`src/rtl/md_pkg.sv`:
```
// Shared definitions for the multiply/divide execute-stage sequencer.
package md_pkg;

  typedef enum logic [1:0] {
    ST_IDLE  = 2'd0,
    ST_ISSUE = 2'd1,
    ST_WAIT  = 2'd2,
    ST_DONE  = 2'd3
  } md_state_e;

  // WAIT cycles allowed before the operation is declared failed.
  localparam logic [5:0] TIMEOUT = 6'd40;

  localparam logic [4:0] RSTATUS_REG = 5'd30;
  localparam logic [4:0] MUL_EXC     = 5'd4;
  localparam logic [4:0] DIV_EXC     = 5'd5;

  // Start opcodes (only legal for one cycle) and result-read opcodes.
  // The read opcodes share bits [2:0] with the start opcodes so the ALU
  // output mux picks the multdiv result without restarting the unit.
  localparam logic [4:0] OP_MUL    = 5'd6;
  localparam logic [4:0] OP_DIV    = 5'd7;
  localparam logic [4:0] OP_MUL_RD = 5'd14;
  localparam logic [4:0] OP_DIV_RD = 5'd15;

  // Zero-extended exception code written to $rstatus.
  function automatic logic [31:0] exc_status(input logic is_div);
    logic [31:0] code;
    if (is_div) begin
      code = {27'd0, DIV_EXC};
    end else begin
      code = {27'd0, MUL_EXC};
    end
    return code;
  endfunction

  // Override opcode for the start cycle or the result-read phase.
  function automatic logic [4:0] ovr_opcode(input logic is_div, input logic read_phase);
    logic [4:0] op;
    case ({read_phase, is_div})
      2'b00:   op = OP_MUL;
      2'b01:   op = OP_DIV;
      2'b10:   op = OP_MUL_RD;
      2'b11:   op = OP_DIV_RD;
      default: op = OP_MUL;
    endcase
    return op;
  endfunction

endpackage

```
`src/rtl/md_timeout_ctr.sv`:
```
// Saturating 6-bit WAIT-cycle counter; hit flags the last allowed WAIT cycle.
module md_timeout_ctr
  import md_pkg::*;
#(
  parameter logic [5:0] LIMIT = TIMEOUT
) (
  input  logic clock,
  input  logic reset,
  input  logic clear,
  input  logic enable,
  output logic hit
);

  logic [5:0] count_r;

  // Count WAIT cycles, saturating at 63 so a stuck count never wraps into a false hit.
  always_ff @(posedge clock) begin
    if (reset) begin
      count_r <= 6'd0;
    end else if (clear) begin
      count_r <= 6'd0;
    end else if (enable && (count_r != 6'h3F)) begin
      count_r <= count_r + 6'd1;
    end else begin
      count_r <= count_r;
    end
  end

  assign hit = (count_r == (LIMIT - 6'd1));

endmodule

```
`src/rtl/md_sequencer.sv`:
```
// Execute-stage sequencer: freezes the pipeline around one mult/div,
// issues a single start, waits for the result or a timeout and produces
// exactly one writeback (result to rd or exception code to r30).
module md_sequencer
  import md_pkg::*;
(
  input  logic        clock,
  input  logic        reset,
  input  logic        op_valid,
  input  logic        op_is_div,
  input  logic [4:0]  op_rd,
  input  logic        flush,
  input  logic [31:0] md_result,
  input  logic        md_rdy,
  input  logic        md_exc,
  output logic        alu_ovr_en,
  output logic [4:0]  alu_ovr_op,
  output logic        stall,
  output logic        wb_valid,
  output logic [4:0]  wb_rd,
  output logic [31:0] wb_data,
  output logic        wb_exc
);

  md_state_e   state_r;
  md_state_e   state_s;
  logic        is_div_r;
  logic [4:0]  rd_r;
  logic        hit_s;
  logic        cur_div_s;
  logic        exc_s;

  md_timeout_ctr u_timeout (
    .clock  (clock),
    .reset  (reset),
    .clear  (state_r == ST_ISSUE),
    .enable (state_r == ST_WAIT),
    .hit    (hit_s)
  );

  // While still in IDLE the latched kind is not valid yet, so use the live input.
  assign cur_div_s = (state_r == ST_IDLE) ? op_is_div : is_div_r;
  // A ready result beats a same-cycle timeout; without ready only timeout can exit.
  assign exc_s     = md_rdy ? md_exc : 1'b1;

  // Next-state selection; flush kills an operation before it completes.
  always_comb begin
    state_s = state_r;
    case (state_r)
      ST_IDLE: begin
        if (op_valid && !flush) begin
          state_s = ST_ISSUE;
        end else begin
          state_s = ST_IDLE;
        end
      end
      ST_ISSUE: begin
        if (flush) begin
          state_s = ST_IDLE;
        end else begin
          state_s = ST_WAIT;
        end
      end
      ST_WAIT: begin
        if (flush) begin
          state_s = ST_IDLE;
        end else if (md_rdy || hit_s) begin
          state_s = ST_DONE;
        end else begin
          state_s = ST_WAIT;
        end
      end
      ST_DONE: state_s = ST_IDLE;
      default: state_s = ST_IDLE;
    endcase
  end

  // Pipeline freeze: raised the cycle the op appears in X, dropped in DONE.
  always_comb begin
    stall = 1'b0;
    case (state_r)
      ST_IDLE:  stall = op_valid && !flush;
      ST_ISSUE: stall = 1'b1;
      ST_WAIT:  stall = 1'b1;
      ST_DONE:  stall = 1'b0;
      default:  stall = 1'b0;
    endcase
  end

  // State register and operation context latched on leaving IDLE.
  always_ff @(posedge clock) begin
    if (reset) begin
      state_r  <= ST_IDLE;
      is_div_r <= 1'b0;
      rd_r     <= 5'd0;
    end else begin
      state_r <= state_s;
      if ((state_r == ST_IDLE) && (state_s == ST_ISSUE)) begin
        is_div_r <= op_is_div;
        rd_r     <= op_rd;
      end else begin
        is_div_r <= is_div_r;
        rd_r     <= rd_r;
      end
    end
  end

  // Registered ALU override and writeback, computed from the state being entered.
  always_ff @(posedge clock) begin
    if (reset) begin
      alu_ovr_en <= 1'b0;
      alu_ovr_op <= 5'd0;
      wb_valid   <= 1'b0;
      wb_rd      <= 5'd0;
      wb_data    <= 32'd0;
      wb_exc     <= 1'b0;
    end else begin
      alu_ovr_en <= (state_s == ST_ISSUE) || (state_s == ST_WAIT);
      if (state_s == ST_ISSUE) begin
        alu_ovr_op <= ovr_opcode(cur_div_s, 1'b0);
      end else if (state_s == ST_WAIT) begin
        alu_ovr_op <= ovr_opcode(is_div_r, 1'b1);
      end else begin
        alu_ovr_op <= 5'd0;
      end

      if ((state_r == ST_WAIT) && (state_s == ST_DONE)) begin
        // rd = 0 suppresses a normal writeback; the status write still happens.
        wb_valid <= exc_s || (rd_r != 5'd0);
        wb_rd    <= exc_s ? RSTATUS_REG : rd_r;
        wb_data  <= exc_s ? exc_status(is_div_r) : md_result;
        wb_exc   <= exc_s;
      end else begin
        wb_valid <= 1'b0;
        wb_rd    <= 5'd0;
        wb_data  <= 32'd0;
        wb_exc   <= 1'b0;
      end
    end
  end

endmodule

```
`config.mk`:
```
export PLATFORM = sky130hd
export DESIGN_NAME = md_sequencer
export DESIGN_NICKNAME = d
export VERILOG_FILES = /design/src/rtl/md_pkg.sv /design/src/rtl/md_timeout_ctr.sv /design/src/rtl/md_sequencer.sv
export SDC_FILE = /design/constraint.sdc
export NUM_CORES = 1
export LEC_CHECK = 0
export CAP_MARGIN = 0
export CORE_ASPECT_RATIO = 1.1
export CORE_MARGIN = 4
export CORE_UTILIZATION = 57
export CTS_BUF_LIST = sky130_fd_sc_hd__clkbuf_8
export DETAILED_ROUTE_END_ITERATION = 12
export DONT_BUFFER_PORTS = 1
export PLACE_DENSITY_LB_ADDON = 0.05
export SLEW_MARGIN = 30
export SYNTH_ARGS = -nofsm -noshare
export SYNTH_HDL_FRONTEND = slang
export SYNTH_SLANG_ARGS = --single-unit
export TNS_END_PERCENT = 30
```
`constraint.sdc`:
```
create_clock -name clock -period 2.1 [get_ports clock]
set_clock_uncertainty 0.05 [all_clocks]
set_input_delay 0.315 -clock clock [delete_from_list [all_inputs] [get_ports clock]]
set_output_delay 0.315 -clock clock [all_outputs]
set_load 0.05 [all_outputs]
```
==> summary.txt <==
Hold path
  – Hold_sp: reset
  – Hold Crit Depth: 1
  – Hold crit path type: in -> reg
  – Hold endpoint: rd_r[3]

Setup path
  – Crit-path max cell delay: 340 ps
  – Crit Path Category: reg -> reg
  – Slowest-stage cell, CP: dfxtp_2
  – Crit Path Max Fanout: 5
  – Req. time, crit path: 2240 ps
  – RR Startpoint: state_r[0]
  – Setup crit start: state_r[0]
  – R2R setup slack: 110 ps
  – R2R Path End: alu_ovr_op[0]
  – Critical Path End Type: flop
  – Critical Path Start Type: flop
  – Reg2reg path depth: 10
  – CP arrival: 2140 ps
  – Critical-path cell list: inv_2 > ha_2 > and2_4 > a221oi_4 > buf_4 > or3_1 > ha_1 > nor2b_2 > o21ai_1 > a21oi_1

Logic synthesis
  – Sequential area share after synthesis: 0.5758
  – Mapped Cells: 189
  – Asr flop ratio synth: 0
  – Simple-Gate Fraction of Synth Area: 0.2558
  – Post-synth top area share: 0.5758
  – Synthesized Nets: 241
  – Average size of a mapped cell: 10.30 µm²
  – Synth Flop Type: dfxtp_1
  – Register bit count reported by yosys: 56
  – Post-synthesis xor/xnor area fraction: 0
  – Cell Area, Synth: about 1900 µm²
  – Leading area contributor after synthesis: dfxtp_1
  – Fraction of synthesized area in multiplexers: 0.01542
  – Synth unique cells: 31
  – Area fraction in compound gates after synthesis: 0.06491
  – Synth area leaders: dfxtp_1 (58%), and2_1 (10%), ha_1 (5.1%)
  – Post-Synth Adder-Cell Area: 0.05141
  – Post-synth EDFFs: 0
  – Largest family of logic cells by synthesized area: simple AND/OR/NAND/NOR gates
  – Total number of yosys warnings: 0

CTS
  – Worst-Skew Late Latency: between 200 and 300 ps
  – Post-CTS Hold Fix Bufs: 0
  – TritonCTS Buffers: 5
  – Clk sink count: 56
  – Clock transition at path regs: approximately 90 ps
  – H-tree depth: 2
  – Root buf cell: clkbuf_8
  – CTS tree: yes
  – CTS max path bufs: 2

Job
  – MaxCap Viol Count: 0

Global routing
  – Global Route met1 Usage: 0.1977
  – Remaining global-route overflow: 0
  – Gr busiest metal: met2
  – Largest net degree at the start of global routing: 18
  – First-pass GRT wire length: 5.920 mm
  – Global routing usage on met2: 0.2889
  – Vias in the first global route: about 1200
  – Met3 GRT Util: 0.05835
  – Antenna violations before repair: 0
  – GRT Overall Usage: 0.1700

STA
  – Final Setup Violations: 0
  – Max-slew headroom: 0.6443
  – Final Hold Viols: 0
  – Final critical-path required period: 1993 ps
  – Tightest Pin Transition: approximately 530 ps
  – Achievable Freq: between 500 and 600 MHz
  – Setup TNS: 0 ps
  – Period utilization: 0.9490
  – Slew Viols, Final: 0

Floorplan
  – Num rows: 22
  – Core area: roughly 3300 µm²
  – Die H: just under 70 µm
  – Die X-Extent: 63.72 µm
  – Initial Util: 0.5894
  – I/O pin cnt: 90
  – Die area: 4415 µm²

Place
  – Cell total after placement: 223
  – Port Buf Inserts: 0
  – DP Wirelength: between 2 and 3 mm
  – GPL Wtd Cong: a little under 0.8

Routing
  – DRT antenna net count: 0
  – Final WL: about 3.6 mm
  – Vias per Instance: 5.397
  – Drt drc: 0
  – DRT Pass-1 Iters: 4
  – Detailed-route wire length per cell: ~15 µm
  – Via count: 1263
  – Iter 0 DRT Violations: 43

Final layout
  – Ant diodes: 0
  – Final cell count without fillers: 234
  – Area delta synth->final: 11.31%
  – Nets: 249
  – Layout cell share with drive strength beyond 1: 0.1717
  – Most frequent cells in the layout: dfxtp_1 (53), and2_1 (31), nor2_1 (14)
  – Fill count: ~270
  – Commonest non-fill, non-tap cell in the layout: dfxtp_1

Power
  – Maximum vdd drop: 0.0004233 V
  – P_leak: approximately 0.90 nW
  – P per Cell Area: 788.8 nW/µm²

Outcome
  – Status: finished clean
==> cells in the mapped netlist (4+ instances only) <==
| library cell | count |
|---|---|
| o21ai_0 | 5 |
| clkbuf_1 | 4 |
| nand3_1 | 8 |
| a21oi_1 | 9 |
| nor2b_1 | 6 |
| dfxtp_1 | 56 |
| nand2_1 | 12 |
| inv_1 | 4 |
| ha_1 | 8 |
| and2_1 | 31 |
| nor2_1 | 14 |
==> worst max-delay path: cells and delay by family (launching register included) <==
kind            cells  cell delay (ps)
compound gates      3              260
fa+ha+maj           2              360
buf+inv             2              210
flops               1              340
simple gates        3              660
==> through the flow <==
stage               area (µm²)  total power, W  setup WS [ps]  hold slack [ps]  utilization
detailed placement        2011        0.001179         -119.8            341.2       0.6087
global route              2167        0.001782         -1.877            7.018       0.6561
floorplan                 1958        0.001170          35.93            336.6            -
CTS                       2138        0.001727          10.12            17.17       0.6473
global placement          2011        0.001177          35.31            337.9       0.6087
finish                    2167        0.001709          107.1            30.85       0.6561
==> kinds of logic (layout without fill, tap and decap cells) <==
kind of cell | Yosys count | after routing
buf+inv | 14 | 22
fa+ha+maj | 8 | 8
other cells | 1 | 1
compound gates | 20 | 20
mux | 3 | 3
flops | 56 | 56
simple gates | 87 | 88
==> repair_timing <==
action,CTS,global route
pin swaps,2,3
setup buffers,2,0
cloned,1,0
gates resized for setup,1,11
setup endpoints to repair,31,39
==> report_power, final <==
group          internal, W  switching (W)
clock network     0.000233       0.000317
registers          0.00107     0.00000819
logic            0.0000282      0.0000531
==> worst max-delay path by stage <==
stage / to / slack [ps]
floorplan: alu_ovr_op[0] / 40
global placement: wb_data[7] / 40
detailed placement: wb_data[5] / -120
CTS: alu_ovr_op[0] / 10
global route: alu_ovr_op[0] / -2
finish: alu_ovr_op[0] / 110
==> state kept, by name, summed over array words and instances (netlist names) <==
name               cells
alu_ovr_op             3
is_div_r               1
rd_r                   5
state_r                2
u_timeout.count_r      6
wb_data               32
wb_exc                 1
wb_rd                  5
wb_valid               1
==> layout make-up <==
type	instances	area, µm²	area share
flip-flops and latches	56	1125	0.5191
multi-input cells	120	805.8	0.3718
repair buffers	10	87.58	0.04042
clock buffers	5	68.82	0.03176
well taps	36	45.04	0.02079
clock inverters	3	20.02	0.009238
inverters	4	15.01	0.006928
==> per-layer routing <==
layer / up-vias / wire length [µm]
li1: 635 / -
met2: 64 / 1784
met3: 6 / 344
met1: 558 / 1406
met5: - / 0
met4: 0 / 46
Power figures use the tool's default switching activity.
